--- src/rtl/time_set_controller.sv ---
// time_set_controller: debounced MODE/INC front panel driving the time/alarm edit FSM and load strobes
module time_set_debounce #(
  parameter int CYCLES = 4
) (
  input  logic clk,
  input  logic rst,
  input  logic raw,
  output logic level,
  output logic press
);
  localparam int CW = $clog2(CYCLES + 1);
  logic s1_q, s2_q, prev_q, press_q;
  logic lvl_q, lvl_d;
  logic [CW-1:0] cnt_q, cnt_d;
  always_comb begin
    lvl_d = lvl_q;
    cnt_d = '0;
    if (s2_q != lvl_q) begin
      if (cnt_q == CW'(CYCLES - 1)) lvl_d = s2_q;
      else cnt_d = cnt_q + 1'b1;
    end
  end
  always_ff @(posedge clk or negedge rst) begin
    if (!rst) begin
      s1_q    <= 1'b0;
      s2_q    <= 1'b0;
      cnt_q   <= '0;
      lvl_q   <= 1'b0;
      prev_q  <= 1'b0;
      press_q <= 1'b0;
    end else begin
      s1_q    <= raw;
      s2_q    <= s1_q;
      cnt_q   <= cnt_d;
      lvl_q   <= lvl_d;
      prev_q  <= lvl_q;
      press_q <= lvl_q & ~prev_q;
    end
  end
  assign level = lvl_q;
  assign press = press_q;
endmodule

module time_set_controller #(
  parameter int DEBOUNCE_CYCLES = 500000,
  parameter int REPEAT_DELAY    = 25000000,
  parameter int REPEAT_RATE     = 5000000,
  parameter int TIMEOUT_CYCLES  = 500000000,
  parameter int BLINK_CYCLES    = 12500000
) (
  input  logic       clk,
  input  logic       rst,
  input  logic       btn_mode,
  input  logic       btn_inc,
  input  logic [6:0] cur_minutes,
  input  logic [5:0] cur_hours,
  output logic [6:0] set_minutes,
  output logic [5:0] set_hours,
  output logic       load_time,
  output logic       load_alarm,
  output logic       edit_active,
  output logic [1:0] edit_field,
  output logic       edit_alarm,
  output logic       blink
);
  localparam int RW = $clog2(REPEAT_DELAY + 1);
  localparam int TW = $clog2(TIMEOUT_CYCLES + 1);
  localparam int BW = $clog2(BLINK_CYCLES + 1);

  typedef enum logic [2:0] {IDLE, T_HOURS, T_MIN, A_HOURS, A_MIN} state_t;
  state_t state_q, state_d;

  logic mode_lvl, mode_press, inc_lvl, inc_press;
  logic rep_fire, inc, to_fire, in_alarm, edit_d;
  logic [RW-1:0] rep_cnt_q, rep_cnt_d;
  logic [TW-1:0] to_cnt_q, to_cnt_d;
  logic [BW-1:0] blink_cnt_q, blink_cnt_d;
  logic blink_q, blink_d, load_time_q, load_time_d, load_alarm_q, load_alarm_d;
  logic [5:0] th_q, th_d, ah_q, ah_d, eh_q, eh_d;
  logic [6:0] tm_q, tm_d, am_q, am_d, em_q, em_d;

  time_set_debounce #(.CYCLES(DEBOUNCE_CYCLES)) u_mode (
    .clk(clk), .rst(rst), .raw(btn_mode), .level(mode_lvl), .press(mode_press)
  );
  time_set_debounce #(.CYCLES(DEBOUNCE_CYCLES)) u_inc (
    .clk(clk), .rst(rst), .raw(btn_inc), .level(inc_lvl), .press(inc_press)
  );

  // rep_cnt_q holds cycles since the INC press; 0 means no repeat pending
  always_comb begin
    rep_fire  = inc_lvl && rep_cnt_q == RW'(REPEAT_DELAY);
    rep_cnt_d = !inc_lvl ? '0 :
                inc_press ? RW'(1) :
                rep_fire ? RW'(REPEAT_DELAY - REPEAT_RATE + 1) :
                rep_cnt_q != '0 ? rep_cnt_q + 1'b1 : '0;
    inc       = (inc_press | rep_fire) & ~mode_press;
    in_alarm  = state_q == A_HOURS || state_q == A_MIN;
    to_fire   = state_q != IDLE && !mode_press && !inc_press && !rep_fire &&
                to_cnt_q == TW'(TIMEOUT_CYCLES - 1);
    to_cnt_d  = (state_q == IDLE || mode_press || inc_press || rep_fire || to_fire) ? '0 : to_cnt_q + 1'b1;
  end

  always_comb begin
    state_d      = state_q;
    th_d         = th_q;
    tm_d         = tm_q;
    ah_d         = ah_q;
    am_d         = am_q;
    eh_d         = eh_q;
    em_d         = em_q;
    load_time_d  = 1'b0;
    load_alarm_d = 1'b0;
    if (to_fire) begin
      state_d = IDLE;
      if (in_alarm) begin
        ah_d = eh_q;
        am_d = em_q;
      end
    end else if (mode_press) begin
      case (state_q)
        IDLE: begin
          state_d = T_HOURS;
          th_d    = cur_hours;
          tm_d    = cur_minutes;
        end
        T_HOURS: state_d = T_MIN;
        T_MIN: begin
          state_d     = A_HOURS;
          load_time_d = 1'b1;
          eh_d        = ah_q;
          em_d        = am_q;
        end
        A_HOURS: state_d = A_MIN;
        A_MIN: begin
          state_d      = IDLE;
          load_alarm_d = 1'b1;
        end
        default: state_d = IDLE;
      endcase
    end else if (inc) begin
      case (state_q)
        T_HOURS: th_d = th_q >= 6'd23 ? 6'd0 : th_q + 1'b1;
        T_MIN:   tm_d = tm_q >= 7'd59 ? 7'd0 : tm_q + 1'b1;
        A_HOURS: ah_d = ah_q >= 6'd23 ? 6'd0 : ah_q + 1'b1;
        A_MIN:   am_d = am_q >= 7'd59 ? 7'd0 : am_q + 1'b1;
        default: ;
      endcase
    end
  end

  always_comb begin
    edit_d      = state_d != IDLE;
    blink_cnt_d = (!edit_d || state_d != state_q || blink_cnt_q == BW'(BLINK_CYCLES - 1)) ? '0 : blink_cnt_q + 1'b1;
    blink_d     = (!edit_d || state_d != state_q) ? 1'b0 :
                  blink_cnt_q == BW'(BLINK_CYCLES - 1) ? ~blink_q : blink_q;
  end

  always_ff @(posedge clk or negedge rst) begin
    if (!rst) begin
      state_q      <= IDLE;
      rep_cnt_q    <= '0;
      to_cnt_q     <= '0;
      blink_cnt_q  <= '0;
      blink_q      <= 1'b0;
      load_time_q  <= 1'b0;
      load_alarm_q <= 1'b0;
      th_q         <= '0;
      tm_q         <= '0;
      ah_q         <= '0;
      am_q         <= '0;
      eh_q         <= '0;
      em_q         <= '0;
    end else begin
      state_q      <= state_d;
      rep_cnt_q    <= rep_cnt_d;
      to_cnt_q     <= to_cnt_d;
      blink_cnt_q  <= blink_cnt_d;
      blink_q      <= blink_d;
      load_time_q  <= load_time_d;
      load_alarm_q <= load_alarm_d;
      th_q         <= th_d;
      tm_q         <= tm_d;
      ah_q         <= ah_d;
      am_q         <= am_d;
      eh_q         <= eh_d;
      em_q         <= em_d;
    end
  end

  // during a strobe the outputs carry the group being loaded, not the current state's group
  logic show_alarm;
  assign show_alarm  = (in_alarm && !load_time_q) || load_alarm_q;
  assign set_hours   = show_alarm ? ah_q : th_q;
  assign set_minutes = show_alarm ? am_q : tm_q;
  assign load_time   = load_time_q;
  assign load_alarm  = load_alarm_q;
  assign edit_active = state_q != IDLE;
  assign edit_alarm  = in_alarm;
  assign edit_field  = (state_q == T_HOURS || state_q == A_HOURS) ? 2'd1 :
                       (state_q == T_MIN || state_q == A_MIN) ? 2'd2 : 2'd0;
  assign blink       = blink_q;
endmodule

--- config.mk ---
export PLATFORM = sky130hd
export DESIGN_NAME = time_set_controller
export DESIGN_NICKNAME = d
export VERILOG_FILES = /design/src/rtl/time_set_controller.sv
export SDC_FILE = /design/constraint.sdc
export NUM_CORES = 1
export LEC_CHECK = 0
export CORE_MARGIN = 2
export CORE_UTILIZATION = 40
export DETAILED_ROUTE_END_ITERATION = 7
export PLACE_DENSITY = 0.59
export SYNTH_ARGS = -nofsm -noshare
export SYNTH_HDL_FRONTEND = slang
export SYNTH_SLANG_ARGS = --single-unit
--- constraint.sdc ---
create_clock -name clk -period 5.7 [get_ports clk]
set_input_delay 0.57 -clock clk [delete_from_list [all_inputs] [get_ports clk]]
set_output_delay 0.57 -clock clk [all_outputs]
set_load 0.01 [all_outputs]
Yosys cells after proc, flatten, opt, wreduce, memory -nomap -nowiden

Cells that the tools add are included.

Flip-flop bits (word level): 171
Input port bits: 17
Output and inout port bits: 20
Logic and storage cells: 148

$add $sub $neg: 9
Order comparisons: 4
Equal/unequal tests: 15
Multiplexer cells: 47
Bitwise gates (word level): 9
Reduce and logical (&&, ||, !) cells: 39

Operators by type and width:

| operator                                             | count |
|---|---|
| two-way mux 25 bit                                   | 4 |
| two-way mux 7 bit                                    | 12 |
| two-way mux 19 bit                                   | 4 |
| two-way mux 6 bit                                    | 12 |
| adder 19 x 1 -> 19 bit (second input constant)       | 2 |
| equality test 19 bit (second input constant)         | 2 |
| adder 29 x 1 -> 29 bit (second input constant)       | 1 |
| equality test 29 bit (second input constant)         | 1 |
| two-way mux 29 bit                                   | 1 |
| adder 25 x 1 -> 25 bit (second input constant)       | 1 |
| equality test 25 bit (second input constant)         | 1 |
| nonzero test 25 bit                                  | 1 |
| adder 24 x 1 -> 24 bit (second input constant)       | 1 |
| equality test 24 bit (second input constant)         | 1 |
| two-way mux 24 bit                                   | 1 |
| AND reduction 4 bit                                  | 4 |
| adder 7 x 1 -> 7 bit (second input constant)         | 2 |
| >= comparator 7 x 6 -> 1 bit (second input constant) | 2 |
| nonzero test 2 bit                                   | 7 |
| adder 6 x 1 -> 6 bit (second input constant)         | 2 |
| >= comparator 6 x 5 -> 1 bit (second input constant) | 2 |
| one-hot mux 3 bit (4 select lines)                   | 1 |
| logical OR 1 bit                                     | 10 |
| two-way mux 1 bit                                    | 8 |
| 18 further kinds                                     | 40 |

Longest topological paths before layout

Word-level depth: 11
Gate-level depth with buffers: 11
Depth with buffers taken out: 8

Cells and area by module

From an unflattened synthesis, not the netlist that was laid out.

Cell total of the unflattened synthesis: 899
Area, all modules: 8794.7 µm²

Modules (own cells, without submodules):

| module              | times used | cells each | area an instance (µm²) | seq. area each (µm²) |
|---|---|---|---|---|
| time_set_controller | 1          | 683        | 6522.5                 | 3078.0 |
| time_set_debounce   | 2          | 108        | 1136.1                 | 600.6 |

Worst setup path after synthesis

No wires, ideal clock.

Path kind: reg-to-output
From: reg state_q[1]
To: out set_minutes[0]
Arrival: 2000 ps
Required time: 5130 ps
Slack: 3130 ps
Cell stages (with the launch flop): 8
Buffers on the path: 2
Cell sequence: dfrtp_1 clkbuf_1 nand2b_1 o21ai_1 a21oi_1 clkbuf_1 nand2_1 o21ai_0

Longest elaborated chain between the ends: 5
Elaborated cells on any way between the ends: 6
Classes of those cells: 2 x eq/ne; 1 x mux; 3 x reduce/logical

Ends and longest elaborated chain:

| item                                                                | line | RTL |
|---|---|---|
| from (decl)                                                         | 71   | `state_t state_q, state_d;` |
| from (signal assigned)                                              | 174  | `state_q <= state_d;` |
| equality test 3 x 2 -> 1 bit or equality test 3 bit (tied branches) | 97   | `in_alarm = state_q == A_HOURS \|\| state_q == A_MIN;` |
| logical OR 1 bit (*)                                                | 97   |  |
| named net edit_alarm                                                | 63   | `output logic edit_alarm,` |
| logical AND 1 bit (*)                                               | 192  | `assign show_alarm = (in_alarm && !load_time_q) \|\| load_alarm_q;` |
| logical OR 1 bit (*)                                                | 192  |  |
| two-way mux 7 bit (*)                                               | 194  | `assign set_minutes = show_alarm ? am_q : tm_q;` |
| to (decl)                                                           | 57   | `output logic [6:0] set_minutes,` |

The timed path passes the listed nets; every way through them passes the cells marked *.

Worst setup path in the final report

From: reg state_q[0]
To: out set_hours[3]

Longest elaborated chain between the ends: 5
Elaborated cells on any way between the ends: 6
Classes of those cells: 2 x eq/ne; 1 x mux; 3 x reduce/logical

Ends and longest elaborated chain:

| item                                                                | line | RTL |
|---|---|---|
| equality test 3 x 2 -> 1 bit or equality test 3 bit (tied branches) | 97   |  |
| logical OR 1 bit (*)                                                | 97   |  |
| logical AND 1 bit (*)                                               | 192  |  |
| logical OR 1 bit (*)                                                | 192  |  |
| two-way mux 6 bit (*)                                               | 193  | `assign set_hours = show_alarm ? ah_q : th_q;` |
| to (decl)                                                           | 58   | `output logic [5:0] set_hours,` |

Mark *: on every way between the ends. The rest lies on a longest branch, timed or not.

==> impl_metrics.ini <==
[status]
status = finished clean

[floorplan]
dieArea_mm2 = 0.0228
die_h_um = 151
core_area_mm2 = 0.0212
io_pins = 37
fp.dieW_um = 151
initial_utilization = 0.409
rows = 53

[yosys]
yosys.cell_types.count = 65
synth_top_area_share = 0.494
synth-seq-cells = 171
yosys_most_used_dff = dfrtp_1
syn_area_mm2 = 0.00866
synthTopCellsByArea = dfrtp_1 (49%), nor2_1 (6.6%), xor2_1 (6.2%), xnor2_1 (4.7%), mux2_2 (3.5%)
synth_seq_area_share = 0.494
synth_nets = 916
synthArstFlopShare = 1.00
syn_area_per_cell_um2 = 9.74
yosysTopAreaCell = dfrtp_1
syn_inst = 889
synth_edf_count = 0
yosys_warnings = 0

[place]
port_buffers = 36
gp_congestion = 0.763
hpwl_mm = 11.6

[power]
power_leakage_nw = 3.98
p_seq_frac = 0.493
switchingPower_w = 0.000546
power_density_mw_per_mm2 = 252
ir_worst_vdd_mv = 0.163
p_total_w = 0.00248
swShare = 0.221
power.internal_w = 0.00193
comb_power_share = 0.019
p_clk_frac = 0.488

[drt]
drt_iter0_markers = 263
vias = 6213
routedWlPerCell_um = 14.3
route.detailed.drc = 0
drt-total-wl_mm = 17.2
drt_pre_antenna_iters = 4
drt-vias-per-instance = 5.16
ant_nets = 0

[cells_and_area]
drive_above_1_share = 0.0860
nFillCells = 1974
regArea_mm2 = 0.00428
fin_nets = 944
antenna_cells = 0
multi_input_area_mm2 = 0.00411
synthToLayoutAreaGrowth_pct = 13.8

[job]
drv_cap = 0

[sta]
drv_slew = 0
setup_viol_count_final = 0
tns_ns = 0
min_period_over_period = 0.589
fin_crit_ns = 3.36
fmax_ghz = 0.298
tightest_slew_ns = 0.950
hold_viol_final = 0
skew_ns = 0.0105
relSlewSlack = 0.361
rsz0062_at_grt = false

[global_route]
first_global_vias = 6049
grt_max_degree = 70
grt_pass1_wl_mm = 29.8
antenna_found_initial = 0
grt_util_all_layers = 0.163
gr-total-overflow = 0

[worst_setup_path]
end_kind = primary output
crit_path_start_kind = register
crit_slowest_cell = dfrtp_1
cp_max_fo = 18
crit_family = buffers and inverters
cp_data_arrival_time_ns = 2.79
path_buf_inv = 2
path_class = reg -> out
cp_cell_sequence = nor2b_1 > nand2_1 > o21ai_1 > a21oi_1 > buf_4 > mux2_2 > clkdlybuf4s50_1
required_ns = 5.13
critPathMaxStageDelay_ns = 0.56

[cts]
tritoncts = built
cts-resized-gates = 0
cts_root_buffer = clkbuf_16
ctsHoldBuffers = 0
clock_sinks = 171
clock_path_buffers = 2
clk_latency_ns = 0.43
post_cts_buffers = 0
cts_buffers = 17
cts.htree.levels = 4
clkTransAtPathRegs_ns = 0.07

[worst_hold_path]
worst_hold_path_type = in -> async
[power by group through the flow]
stage / Clock [W] / Combinational [W] / Sequential (W)
after floorplan: 0 / 0.0000101 / 0.00124
after global placement: 0 / 0.0000487 / 0.00124
after detailed placement: 0 / 0.0000494 / 0.00124
after CTS: 0.00125 / 0.0000496 / 0.00122
after global routing: 0.00130 / 0.0000553 / 0.00122
final: 0.00121 / 0.0000464 / 0.00122
[path summary, 6_finish.rpt]
check                             start               to  slack [ns]  cells after the start
setup reg to reg           to_cnt_q[13]   blink_cnt_q[5]        2.82                      6
hold / removal                      rst          ah_q[2]        0.06                      1
max in group asynchronous           rst  blink_cnt_q[11]        4.40                      2
min in group clk            u_mode.s1_q      u_mode.s2_q        0.35                      0
setup / recovery             state_q[0]     set_hours[3]        2.34                      7
hold reg to reg             u_mode.s1_q      u_mode.s2_q        0.35                      0
[per-stage QoR]
| stage | utilization | setup WS (ns) | hold WS, ns | instances | instance area, um^2 |
|---|---|---|---|---|---|
| final | 0.466 | 2.34 | 0.0600 | 1205 | 9850 |
| after global routing | 0.466 | 2.18 | 0.0859 | 1205 | 9850 |
| after CTS | 0.466 | 2.31 | 0.0661 | 1205 | 9850 |
| after detailed placement | 0.437 | 2.80 | 0.335 | 1173 | 9230 |
| after global placement | 0.437 | 2.89 | 0.333 | 1173 | 9230 |
| after floorplan | - | 3.13 | 0.274 | 889 | 8660 |
[sequential cells by signal, indices dropped and copies added (netlist names), 7 cells and up]
name and flops:
to_cnt_q 29, rep_cnt_q 25, blink_cnt_q 24, u_inc.cnt_q 19, u_mode.cnt_q 19, am_q 7
em_q 7, tm_q 7
[synth_stat cells, drive strengths merged, types with 5 or more instances]
cell type,number
a21oi,19
o22ai,6
buf,11
mux2,29
mux2i,6
ha,10
o21ai,33
inv,26
nor2,154
nand2b,10
nor2b,10
nor3,18
nand4,27
nor4,21
nand2,67
and3,16
and4,8
xor2,61
nand3,52
or3,5
clkbuf,21
dfrtp,171
and2,8
xnor2,46
[logic make-up after synthesis]
logic type                 share of synthesized area
buffers and inverters                         0.0304
AOI/OAI and AO/OA                             0.0684
adders and majority gates                     0.0145
muxes                                         0.0447
DFF                                            0.494
and+or+nand+nor                                0.240
xor gates and xnor gates                       0.108
[layer usage]
layer	GRT usage	up-vias	share of wire
met3	0.0316	18	0.019
li1	-	3127	-
met4	0.0421	0	0.011
met5	0	-	0
met1	0.235	3026	0.52
met2	0.253	42	0.45
[cell usage in the layout (no fill, tap or decap), types with 17 or more instances in the layout]
cell type and instances:
xor2_1 61, nor4_1 21, xnor2_1 46, nor3_1 18, o21ai_0 28, nand2_1 66
nand3_1 52, clkbuf_16 17, nor2_1 152, nand4_1 27, a21oi_1 18, mux2_2 27
clkdlybuf4s50_1 35, inv_1 26, dfrtp_1 171
[layout make-up]
cell class,instances,share of cell area
clock buffers,17,0.0432
flip-flops and latches,171,0.435
inverters,26,0.00991
multi-input cells,660,0.418
repair buffers,41,0.0405
well taps,275,0.0349
clock inverters,15,0.0192
No activity file was read; power rests on OpenSTA's default activity.
